File: config.mk
export PLATFORM = sky130hd
export DESIGN_NAME = aes_job_arbiter_flat
export DESIGN_NICKNAME = d
export VERILOG_FILES = /design/src/rtl/aes_job_arbiter_if.sv /design/src/rtl/aes_job_arbiter.sv /design/src/flat_wrapper.sv
export SDC_FILE = /design/constraint.sdc
export NUM_CORES = 1
export LEC_CHECK = 0
export ABC_CLOCK_PERIOD_IN_PS = 2300
export CORE_AREA = 8 8 398 400
export CTS_BUF_LIST = sky130_fd_sc_hd__clkbuf_8
export DETAILED_ROUTE_END_ITERATION = 12
export DIE_AREA = 0 0 406 408
export PLACE_DENSITY = 0.38
export SETUP_SLACK_MARGIN = 0.1
export SYNTH_ARGS = -nofsm -noshare
export SYNTH_HDL_FRONTEND = slang
export SYNTH_SLANG_ARGS = --single-unit
File: constraint.sdc
create_clock -name clk -period 2.3 [get_ports clk]
set_input_delay 0.69 -clock clk [delete_from_list [all_inputs] [get_ports clk]]
set_output_delay 0.69 -clock clk [all_outputs]
set_load 0.02 [all_outputs]
File: src/rtl/aes_job_arbiter_if.sv
// Requester-side bundle of the AES job arbiter: operand requests in, results out.
// master = requester side, slave = arbiter side.
interface aes_job_arbiter_if #(
  parameter int NUM_REQ = 2
);
  // Handshakes: req_valid[i] is held with stable operands until the one-cycle req_ack[i];
  // rsp_valid[i] is held with stable rsp_data/rsp_err until the cycle rsp_ready[i] is seen high.
  logic [NUM_REQ-1:0]     req_valid;
  logic [128*NUM_REQ-1:0] req_key;
  logic [128*NUM_REQ-1:0] req_msg;
  logic [NUM_REQ-1:0]     req_ack;
  logic [NUM_REQ-1:0]     rsp_valid;
  logic [NUM_REQ-1:0]     rsp_ready;
  logic [127:0]           rsp_data;
  logic                   rsp_err;

  modport master (
    output req_valid, req_key, req_msg, rsp_ready,
    input  req_ack, rsp_valid, rsp_data, rsp_err
  );

  modport slave (
    input  req_valid, req_key, req_msg, rsp_ready,
    output req_ack, rsp_valid, rsp_data, rsp_err
  );
endinterface

File: src/rtl/aes_job_arbiter.sv
// Shares one AES decryption core between NUM_REQ requesters: round-robin grant,
// operand capture, START/DONE sequencing with a hung-core watchdog, result return.
module aes_job_arbiter #(
  parameter int NUM_REQ        = 2,
  parameter int TIMEOUT_CYCLES = 1024
) (
  input  logic                 clk,
  input  logic                 reset,
  aes_job_arbiter_if.slave     bus,
  output logic                 busy,
  output logic                 aes_start,
  input  logic                 aes_done,
  output logic [127:0]         aes_key,
  output logic [127:0]         aes_msg_enc,
  input  logic [127:0]         aes_msg_dec,
  output logic [1:0]           dbg_state
);

  localparam int GW = $clog2(NUM_REQ);

  typedef enum logic [1:0] {
    IDLE  = 2'd0,
    RUN   = 2'd1,
    DRAIN = 2'd2,
    RESP  = 2'd3
  } state_t;

  state_t               state;
  state_t               state_nxt;
  logic [GW-1:0]        last_grant;
  logic [GW-1:0]        pick;
  logic [GW-1:0]        pick_lo;
  logic [GW-1:0]        pick_hi;
  logic                 hi_found;
  logic                 any_req;
  logic                 first_run;
  logic                 timeout_hit;
  logic [31:0]          wdog;
  logic [NUM_REQ-1:0]   grant_oh;
  logic [127:0]         sel_key;
  logic [127:0]         sel_msg;

  // Round-robin: lowest requester above last_grant wins, else wrap to the lowest requester.
  always_comb begin
    any_req  = |bus.req_valid;
    pick_lo  = '0;
    pick_hi  = '0;
    hi_found = 1'b0;
    for (int i = NUM_REQ - 1; i >= 0; i--) begin
      if (bus.req_valid[i]) pick_lo = GW'(i);
      if (bus.req_valid[i] && (i > int'(last_grant))) begin
        pick_hi  = GW'(i);
        hi_found = 1'b1;
      end
    end
    pick = hi_found ? pick_hi : pick_lo;
  end

  always_comb begin
    sel_key = '0;
    sel_msg = '0;
    for (int i = 0; i < NUM_REQ; i++) begin
      if (pick == GW'(i)) begin
        sel_key = bus.req_key[128*i +: 128];
        sel_msg = bus.req_msg[128*i +: 128];
      end
    end
  end

  assign grant_oh    = NUM_REQ'(1) << last_grant;
  assign timeout_hit = (TIMEOUT_CYCLES != 0) && (wdog == 32'(TIMEOUT_CYCLES - 1));

  always_ff @(posedge clk) begin
    if (reset) begin
      state        <= IDLE;
      last_grant   <= GW'(NUM_REQ - 1);
      wdog         <= '0;
      first_run    <= 1'b0;
      aes_key      <= '0;
      aes_msg_enc  <= '0;
      bus.rsp_data <= '0;
      bus.rsp_err  <= 1'b0;
    end else begin
      state <= state_nxt;
      case (state)
        IDLE: begin
          if (any_req) begin
            last_grant  <= pick;
            aes_key     <= sel_key;
            aes_msg_enc <= sel_msg;
            wdog        <= '0;
            first_run   <= 1'b1;
          end
        end
        RUN: begin
          first_run <= 1'b0;
          wdog      <= wdog + 32'd1;
          // A result arriving in the timeout cycle still wins over the abort.
          if (aes_done) begin
            bus.rsp_data <= aes_msg_dec;
            bus.rsp_err  <= 1'b0;
          end else if (timeout_hit) begin
            bus.rsp_data <= '0;
            bus.rsp_err  <= 1'b1;
          end
        end
        default: ;
      endcase
    end
  end

  always_comb begin
    state_nxt = state;
    case (state)
      IDLE:    if (any_req) state_nxt = RUN;
      RUN:     if (aes_done || timeout_hit) state_nxt = DRAIN;
      // Wait for the core to lower DONE so the next job never sees a stale result.
      DRAIN:   if (!aes_done) state_nxt = RESP;
      RESP:    if (|(bus.rsp_ready & grant_oh)) state_nxt = IDLE;
      default: state_nxt = IDLE;
    endcase
  end

  always_comb begin
    aes_start     = (state == RUN);
    busy          = (state != IDLE);
    bus.req_ack   = (state == RUN && first_run) ? grant_oh : '0;
    bus.rsp_valid = (state == RESP) ? grant_oh : '0;
    dbg_state     = state;
  end

endmodule
File: src/flat_wrapper.sv
// flat-port wrapper written by rule: the top's interface ports become plain ports
module aes_job_arbiter_flat 
#(
  parameter int NUM_REQ        = 2,
  parameter int TIMEOUT_CYCLES = 1024
)
  (clk, reset, busy, aes_start, aes_done, aes_key, aes_msg_enc, aes_msg_dec, dbg_state, bus_req_valid, bus_req_key, bus_req_msg, bus_rsp_ready, bus_req_ack, bus_rsp_valid, bus_rsp_data, bus_rsp_err);
  aes_job_arbiter_if #(.NUM_REQ(NUM_REQ)) bus_i ();
  input  logic clk;
  input  logic reset;
  output logic busy;
  output logic aes_start;
  input  logic aes_done;
  output logic [127:0] aes_key;
  output logic [127:0] aes_msg_enc;
  input  logic [127:0] aes_msg_dec;
  output logic [1:0] dbg_state;
  input wire logic [$bits(bus_i.req_valid)-1:0] bus_req_valid;
  input wire logic [$bits(bus_i.req_key)-1:0] bus_req_key;
  input wire logic [$bits(bus_i.req_msg)-1:0] bus_req_msg;
  input wire logic [$bits(bus_i.rsp_ready)-1:0] bus_rsp_ready;
  output wire logic [$bits(bus_i.req_ack)-1:0] bus_req_ack;
  output wire logic [$bits(bus_i.rsp_valid)-1:0] bus_rsp_valid;
  output wire logic [$bits(bus_i.rsp_data)-1:0] bus_rsp_data;
  output wire logic [$bits(bus_i.rsp_err)-1:0] bus_rsp_err;
  assign bus_i.req_valid = bus_req_valid;
  assign bus_i.req_key = bus_req_key;
  assign bus_i.req_msg = bus_req_msg;
  assign bus_i.rsp_ready = bus_rsp_ready;
  assign bus_req_ack = bus_i.req_ack;
  assign bus_rsp_valid = bus_i.rsp_valid;
  assign bus_rsp_data = bus_i.rsp_data;
  assign bus_rsp_err = bus_i.rsp_err;
  aes_job_arbiter #(.NUM_REQ(NUM_REQ), .TIMEOUT_CYCLES(TIMEOUT_CYCLES)) u_core (.clk(clk), .reset(reset), .bus(bus_i), .busy(busy), .aes_start(aes_start), .aes_done(aes_done), .aes_key(aes_key), .aes_msg_enc(aes_msg_enc), .aes_msg_dec(aes_msg_dec), .dbg_state(dbg_state));
endmodule
==> metrics.txt, run 1 <==
reg2reg start=u_core.wdog[1]$_SDFFE_PP0P_; Crit Path Class=reg2out; Worst IR Drop VDD=0.000466 V; Tcrit/Tclk final=1.03; IO Port Bufs=1039; global-route wire length before repair=144000 µm; Num CTS Buffers=90; clock slew at reported path FFs=0.06 ns; status=complete, but fails checks; gr usage total=0.121; die area=166000 µm²; post-detailed-route count of antenna-violating nets=0; Worst setup SP type=flop; Clock Skews=0.0682 ns; Setup violations, final=5; FF/Latch Area=8460 µm²; post-DP HPWL=85600 µm; Clock Tree Buf Depth=3; initial DRC count=684; routed wire length per instance=22.3 µm; Clock Latency Late Sink=0.79 ns; vias in the first global route=18.0k; CP arrival=1.67 ns; pin count of the biggest net entering global routing=95; IO Pins=1040; Root Driver=clkbuf_8; mapped cell area=16800 µm²; row count=144; Post-synth EDFFs=0; Final GP Congestion=0.799; CP Max Fanout=3; dominant cell type by area after synthesis=dfxtp_1; Slowest cell on crit path=dfxtp_4; initial antenna violation count=40; share of post-route cells with drive strength above 1=0.256; routed wire length=110000 µm; Final WS setup=-0.0647 ns; DRT Pass-1 Iters=4; Via Count=17.5k; FF+latch count, synth=421; Core Util, Final=0.208; crit end category=output pin; post-synthesis cell type count=43; worst-margin pin slew=0.719 ns; final hold viol count=0; fin crit period=2.36 ns; register area share after synthesis=0.503; gr ovfl total=0; failing checks=negative setup slack; HP Class=in2reg; Top FF cell, synth=dfxtp_1; Remaining DRCs=0; PD cells=1010 nW/µm²; multi-input logic area=7900 µm²; crit path from=u_core.dbg_state[0]$_SDFFE_PP0P_; Syn-to-layout area delta=88.9%; worst path cell trace=buf_6 > ha_4 > nor2b_1 > buf_4; syn avg cell area=10.1 µm²; Vias/cell=3.55; Largest stage delay, worst path=0.36 ns; Die Height=408 µm; RSZ-0062 raised after global routing=true; async set or reset register ratio after synthesis=0; Critical Path RT=1.61 ns; Syn. warnings=0; CTS tree=built; Clock H-tree levels=3; chip width=406 µm; Slew HR=0.521; total power=0.0319 W; final number of max-transition violations=0; Initial Utilization=0.110; Max Freq=423 MHz; Num Clock Sinks=421; fill cell count=17.0k; top post-synthesis cells by area=dfxtp_1 50%, mux2i_1 15%, a211oi_1 12%; area share of the largest cell type after synthesis=0.503; Mapped Cells=1659; fin nets=3456; post-synth net total=2311; pre-CTS worst setup slack=-0.557 ns; hold_sp=reset; Leak=12.8 nW; total core area=153000 µm²; Max-cap violations=0
-- Yosys cell counts (3+ instances only) --
library cell and n:
nor2_1 290, buf_2 41, a21oi_1 10, and4_1 4, xnor2_1 20, and3_1 3
nand3_1 7, nor3_1 8, inv_1 8, buf_1 10, ha_1 5, or3_1 5
nand2b_1 3, a211oi_1 257, nand2_1 18, mux2i_1 258, nor4_1 12, xor2_1 3
o211ai_1 6, clkbuf_1 104, nand4_1 4, dfxtp_1 421, or4_1 3, nor2b_1 3
a22o_1 128, o21ai_0 6
-- path summary, 6_finish.rpt --
| kind | endpoint | slack, ns | cells past startpoint |
|---|---|---|---|
| hold reg to reg | u_core.bus.rsp_data[48]$_SDFFE_PP0P_ | 0.48 | 1 |
| setup / recovery | bus_rsp_valid[0] | -0.06 | 4 |
| setup reg to reg | u_core.bus.rsp_data[36]$_SDFFE_PP0P_ | 0.06 | 9 |
| hold / removal | u_core.aes_msg_enc[72]$_SDFFE_PP0P_ | 0.30 | 2 |
-- cell usage in the layout (no fill, tap or decap), drive strengths merged, types with 12 or more instances in the layout --
cell	count
a211oi	257
dfxtp	421
inv	46
clkdlybuf4s50	645
nand2	18
a21oi	14
mux2i	258
buf	496
xnor2	20
diode	21
a22o	128
clkbuf	126
nor4	12
nor2	290
clkdlybuf4s15	50
-- layer usage --
layer / wire [µm] / up-vias / share of wire / track usage
met1: 43900 / 8241 / 0.40 / 0.134
met5: 87 / - / 0.00079 / 0
met2: 53700 / 637 / 0.49 / 0.205
met3: 9970 / 154 / 0.090 / 0.0510
met4: 2740 / 14 / 0.025 / 0.0468
li1: - / 8460 / - / -
-- state kept, by name, summed over array words and instances (netlist names) --
| register | cells |
|---|---|
| u_core.aes_key | 128 |
| u_core.aes_msg_enc | 128 |
| u_core.bus.rsp_data | 128 |
| u_core.bus.rsp_err | 1 |
| u_core.dbg_state | 2 |
| u_core.first_run | 1 |
| u_core.last_grant | 1 |
| u_core.wdog | 32 |
-- power breakdown --
part	total [W]	internal [W]	switching, W
Sequential	0.0101	0.00908	0.00104
Clock	0.00866	0.00467	0.00398
Combinational	0.0131	0.00535	0.00775
-- stage by stage --
step           hold slack, ns  instances  TNS (ns)  area, µm²
3_5_place_dp            0.463       4712    -88.38      30300
3_3_place_gp            0.460       4712    -92.12      30300
2_1_floorplan           0.444       1659         0      16800
4_1_cts                0.0663       4882     -1.23      30900
5_1_grt                 0.209       4935     -4.73      31700
6_report                0.302       4937    -0.170      31700
-- cells by family (layout without fill, tap and decap cells) --
kind of cell / after synthesis / after routing / synth area share
buffers and inverters: 164 / 1373 / 0.0400
adders and majority gates: 5 / 5 / 0.00373
other: 0 / 21 / 0
AOI/OAI and AO/OA: 417 / 421 / 0.194
and+or+nand+nor: 371 / 371 / 0.0931
muxes: 258 / 258 / 0.154
DFF: 421 / 421 / 0.503
xor gates and xnor gates: 23 / 23 / 0.0120
-- what timing repair did --
item | 4_1_cts | 5_1_grt
gates cloned | 0 | 25
setup endpoints to repair | 535 | 253
setup buffers | 10 | 9
hold buffers | 0 | 0
endpoints found under the hold margin | 0 | 0
resized for setup | 1747 | 38
pin swaps | 4 | 119
-- critical path, delay by kind of cell, from the launching register on --
kind                       cells  cell delay [ns]
DFF                            1             0.36
buffers and inverters          2             0.28
adders and majority gates      1             0.15
and+or+nand+nor                1             0.12
-- cell type report --
class | instances | area share
antenna | 21 | 0.00166
inverter | 8 | 0.00111
multi-input combinational | 1078 | 0.249
sequential | 421 | 0.267
clock inverter | 48 | 0.0107
clock buffer | 112 | 0.0487
tap | 2044 | 0.0808
timing repair buffer | 1205 | 0.340
No activity file was read; power rests on OpenSTA's default activity.
==> inputs of run 2 (changes only) <==
--- a/config.mk
+++ b/config.mk
@@ -6,12 +6,13 @@
 export NUM_CORES = 1
 export LEC_CHECK = 0
 export ABC_CLOCK_PERIOD_IN_PS = 2300
-export CORE_AREA = 8 8 398 400
+export CORE_AREA = 8 8 393 395
 export CTS_BUF_LIST = sky130_fd_sc_hd__clkbuf_8
 export DETAILED_ROUTE_END_ITERATION = 12
-export DIE_AREA = 0 0 406 408
-export PLACE_DENSITY = 0.38
+export DIE_AREA = 0 0 401 403
+export PLACE_DENSITY = 0.39
 export SETUP_SLACK_MARGIN = 0.1
 export SYNTH_ARGS = -nofsm -noshare
 export SYNTH_HDL_FRONTEND = slang
 export SYNTH_SLANG_ARGS = --single-unit
+export TNS_END_PERCENT = 10
==> run 2 against run 1 <==
The flow still finishes with violations (negative setup slack). Worst hold slack lost 0.10 ns. Setup slack lost 0.019 ns. Sequential share of layout area grew 0.16 points. Non-clock buffer count shrank 20. Critical path type unchanged. Largest cell class unchanged. Highest routed layer unchanged.
==> metrics.txt, run 2 (same netlist as run 1, synthesis figures left out) <==
vias in the first global route=17.3k; final hold viol count=0; Tcrit/Tclk final=1.04; CP Max Fanout=3; HP Class=in2reg; Setup violations, final=35; commonest non-fill, non-tap cell in the layout=clkdlybuf4s50_1; PD cells=997 nW/µm²; share of post-route cells with drive strength above 1=0.254; IO Port Bufs=1039; Syn-to-layout area delta=87.6%; Crit Path Class=reg2out; Top Metal Used=met5; Slew HR=0.435; Max-cap violations=0; Via Count=17.1k; Clock Latency Late Sink=0.78 ns; post-DP HPWL=83700 µm; Vias/cell=3.57; placed inst area=30300 µm²; CTS tree=built; routed wire length per instance=21.9 µm; failing checks=negative setup slack; Clock H-tree levels=3; total core area=149000 µm²; Num Clock Sinks=421; Die Height=403 µm; fin nets=3434; wire length on met2=50200 µm; Remaining DRCs=0; multi-input logic area=7940 µm²; RSZ-0062 raised after global routing=true; final number of max-transition violations=0; Regs by FF count=u_core.aes_key: 128 flops, u_core.aes_msg_enc: 128 flops, u_core.bus.rsp_data: 128 flops; Detail Route met3 WL=10200 µm; Final WS setup=-0.0832 ns; gr usage total=0.120; clock slew at reported path FFs=0.06 ns; status=complete, but fails checks; Initial Utilization=0.113; most frequent cells in the layout=645 x clkdlybuf4s50_1, 409 x dfxtp_1, 286 x nor2_1; Clock Tree Buf Depth=3; IO Pins=1040; routed wire length=105000 µm; CP arrival=1.69 ns; Leak=12.5 nW; fill cell count=16.5k; post-route cell area=31500 µm²; Worst setup SP type=flop; pin count of the biggest net entering global routing=108; Clock Skews=0.0670 ns; worst hold slack=0.201 ns; post-detailed-route count of antenna-violating nets=0; worst-margin pin slew=0.848 ns; die area=162000 µm²; fin crit period=2.38 ns; FF/Latch Area=8460 µm²; Num CTS Buffers=90; gr ovfl total=0; CTS Hold Bufs=0; initial antenna violation count=24; global-route wire length before repair=141000 µm; initial DRC count=663; row count=142; Worst IR Drop VDD=0.000496 V; chip width=401 µm; crit end category=output pin; Max Freq=420 MHz; DRT Pass-1 Iters=4; Critical Path RT=1.61 ns; met1 wire length=42000 µm; Root Driver=clkbuf_8; Final GP Congestion=0.818
-- run 2: changes by cell type in the layout (fill, tap and decap cells not counted), sizes merged --
cell | before | now
a21oi | 14 | 12
buf | 496 | 243
clkbuf | 126 | 327
clkdlybuf4s15 | 50 | 82
clkinv | 8 | 7
diode | 21 | 8
inv | 46 | 44
-- run 2: layout make-up --
type	instances	area share
diodes	8	0.000636
clock buffers	112	0.0490
clock inverters	45	0.0104
inverters	8	0.00111
multi-input cells	1076	0.252
flip-flops and latches	421	0.269
well taps	1944	0.0773
repair buffers	1185	0.340
-- run 2: critical path: stages (launching register included) --
cell	delay, ns
dfxtp_4	0.35
buf_6	0.12
ha_4	0.16
and2_4	0.15
buf_6	0.12
-- run 2: final timing paths --
check | end | cells past startpoint | slack (ns) | start
worst min-delay path | u_core.wdog[0]$_SDFFE_PP0P_ | 2 | 0.20 | reset
worst max register to register | u_core.bus.rsp_data[115]$_SDFFE_PP0P_ | 8 | -0.05 | u_core.wdog[29]$_SDFFE_PP0P_
worst min register to register | u_core.bus.rsp_data[75]$_SDFFE_PP0P_ | 1 | 0.48 | u_core.bus.rsp_data[75]$_SDFFE_PP0P_
worst max-delay path | bus_rsp_valid[1] | 4 | -0.08 | u_core.dbg_state[1]$_SDFFE_PP0P_
-- run 2: through the flow --
stage                     total power (W)  utilization  setup slack (ns)  setup TNS [ns]  cells
after global routing               0.0334        0.212            -0.207          -11.94   4798
final                              0.0314        0.212           -0.0832           -1.21   4799
after detailed placement           0.0238        0.204            -0.513         -106.89   4614
after global placement             0.0238        0.204            -0.520         -106.80   4614
after CTS                          0.0319        0.214            -0.237           -3.06   4776
after floorplan                    0.0165            -            0.0936               0   1659
-- run 2: power breakdown --
group / switching, W / internal (W)
clock: 0.00393 / 0.00467
sequential: 0.00106 / 0.00908
combinational: 0.00747 / 0.00517
total: 0.0125 / 0.0189
-- run 2: metal layers --
metal,global-route usage,vias to the layer above
met4,0.0375,12
met5,0,-
met3,0.0520,178
met1,0.140,7878
li1,-,8400
met2,0.200,657
-- run 2: what timing repair did --
| action | CTS | global route |
|---|---|---|
| resized for setup | 994 | 461 |
| gates cloned | 0 | 10 |
| endpoints found under the hold margin | 0 | 0 |
| setup endpoints to repair | 526 | 443 |
| setup buffers | 5 | 5 |
| pin swaps | 5 | 121 |
==> inputs of run 3 (changes only) <==
--- a/config.mk
+++ b/config.mk
@@ -10,7 +10,6 @@
 export CTS_BUF_LIST = sky130_fd_sc_hd__clkbuf_8
 export DETAILED_ROUTE_END_ITERATION = 12
 export DIE_AREA = 0 0 401 403
-export PLACE_DENSITY = 0.39
 export SETUP_SLACK_MARGIN = 0.1
 export SYNTH_ARGS = -nofsm -noshare
 export SYNTH_HDL_FRONTEND = slang
==> run 3 against run 2 <==
The flow now finishes without violations. Worst hold slack gained 0.13 ns. Combinational power barely moved. Setup slack gained 0.093 ns. Fmax increased by 4.0%. Sequential share of layout area increased by 0.17 points. Final cell count is 0.69% lower. Routed wire length fell by 4.9%. Clock power shrank 6.5%. Non-clock buffer count is 14 lower. Sequential power about the same. Largest cell class unchanged. Largest power group unchanged.
==> metrics.txt, run 3 (same netlist as run 1, synthesis figures left out) <==
pre-CTS worst setup slack=-0.432 ns; routing usage on met2=0.185; crit end category=output pin; post-route cell area=31300 µm²; Initial Utilization=0.113; r2r endpoint=u_core.wdog[31]$_SDFFE_PP0P_; Hold Crit Depth=2; initial DRC count=881; Regs by FF count=u_core.aes_key: 128 flops, u_core.aes_msg_enc: 128 flops, u_core.bus.rsp_data: 128 flops; reg2reg start=u_core.dbg_state[1]$_SDFFE_PP0P_; placed insts=4609; met3 Usage GRT=0.0557; CP Max Fanout=4; post-DP HPWL=82000 µm; routed wire length per instance=21.0 µm; chip width=401 µm; post-detailed-route count of antenna-violating nets=0; Leak=12.2 nW; die area=162000 µm²; PD cells=987 nW/µm²; gr usage total=0.116; Slew HR=0.604; Clock H-tree levels=3; IO Pins=1040; HP Class=in2reg; global-route wire length before repair=136000 µm; Num CTS Buffers=81; Clock Tree Buf Depth=3; Hold EP=u_core.first_run$_SDFFE_PP0P_; Syn-to-layout area delta=86.5%; fin nets=3409; status=complete, no violations; final number of max-transition violations=0; worst-margin pin slew=0.595 ns; Vias/cell=3.60; Max-cap violations=0; Root Driver=clkbuf_8; Remaining DRCs=0; Critical Path RT=1.61 ns; Via Count=17.2k; row count=142; Final GP Congestion=0.903; final hold viol count=0; commonest non-fill, non-tap cell in the layout=clkdlybuf4s50_1; Die Height=403 µm; pin count of the biggest net entering global routing=106; worst r2r path cells=9; Final Non-Filler Cells=4766; clock slew at reported path FFs=0.06 ns; worst hold slack=0.328 ns; Clock Skews=0.0375 ns; hold_sp=reset; CTS tree=built; Setup violations, final=0; DRT Pass-1 Iters=5; vias in the first global route=17.7k; gr ovfl total=0; routed wire length=100000 µm; Worst setup SP type=flop; Num Clock Sinks=421; Worst IR Drop VDD=0.000415 V; Final WS setup=0.00937 ns; total core area=149000 µm²; fin crit period=2.29 ns; Clock Latency Late Sink=0.74 ns; Max Freq=437 MHz; setup slack, reg-to-reg=0.16 ns; initial antenna violation count=17; Crit Path Class=reg2out; Core Util, Final=0.210; Most Crowded Layer GR=met2; met1 Usage GRT=0.135; placed inst area=30100 µm²; most frequent cells in the layout=645 x clkdlybuf4s50_1, 400 x dfxtp_1, 289 x nor2_1; share of post-route cells with drive strength above 1=0.211; CP arrival=1.60 ns; IO Port Bufs=1039; Tcrit/Tclk final=0.996; RSZ-0062 raised after global routing=true
-- run 3: cell types whose count changed in the layout (fill, tap and decap cells not counted), sizes merged --
cell / before / now
a21oi: 12 / 10
clkdlybuf4s15: 82 / 175
dlygate4sd2: 0 / 11
clkbuf: 327 / 151
bufinv: 2 / 3
buf: 243 / 291
diode: 8 / 9
inv: 44 / 36
clkinv: 7 / 5
clkinvlp: 0 / 1
-- run 3: worst max-delay path by stage --
stage / end / cells past startpoint / slack, ns / start
global placement: u_core.aes_msg_enc[55]$_SDFFE_PP0P_ / 8 / -0.46 / bus_req_valid[1]
floorplan: u_core.wdog[27]$_SDFFE_PP0P_ / 7 / 0.09 / bus_req_valid[1]
global route: busy / 5 / -0.11 / u_core.dbg_state[1]$_SDFFE_PP0P_
finish: bus_req_ack[1] / 4 / 0.009 / u_core.dbg_state[1]$_SDFFE_PP0P_
CTS: bus_req_ack[1] / 4 / -0.15 / u_core.dbg_state[1]$_SDFFE_PP0P_
detailed placement: u_core.aes_msg_enc[55]$_SDFFE_PP0P_ / 8 / -0.43 / bus_req_valid[1]
-- run 3: power by group --
part           leakage, nW  switching (W)  internal [W]
sequential            3.47        0.00115       0.00908
combinational         7.76        0.00747       0.00512
clock                0.957        0.00367       0.00438
total                 12.2         0.0123        0.0186
-- run 3: area by class of cell --
cell class / instances / area, µm²
fill: 16300 / 117000
timing repair buffer: 1171 / 10800
sequential: 421 / 8460
multi-input combinational: 1074 / 7790
tap: 1944 / 2430
clock buffer: 102 / 1400
clock inverter: 37 / 308
inverter: 8 / 32.5
antenna: 9 / 22.5
-- run 3: metrics by stage --
stage	total power (W)	setup TNS, ns
floorplan	0.0165	0
global placement	0.0238	-73.58
detailed placement	0.0239	-67.41
CTS	0.0314	-0.617
global route	0.0328	-0.492
finish	0.0309	0
-- run 3: routing by layer --
layer	routed length, µm	vias up	part of all wire
met5	27	-	0.00027
met4	2490	4	0.025
met3	11000	120	0.11
met2	45900	719	0.46
met1	40600	8020	0.41
li1	-	8318	-
-- run 3: worst max-delay path, cell delays in order (launching register included) --
cell and delay [ns]:
dfxtp_4 0.38, inv_4 0.05, ha_4 0.17, and3_4 0.18
buf_6 0.12
-- run 3: timing repair --
action,4_1_cts,5_1_grt
setup endpoints to repair,498,142
endpoints found under the hold margin,0,0
hold buffers,0,0
pin swaps,3,4
setup buffers,5,4
gates resized for setup,1091,190
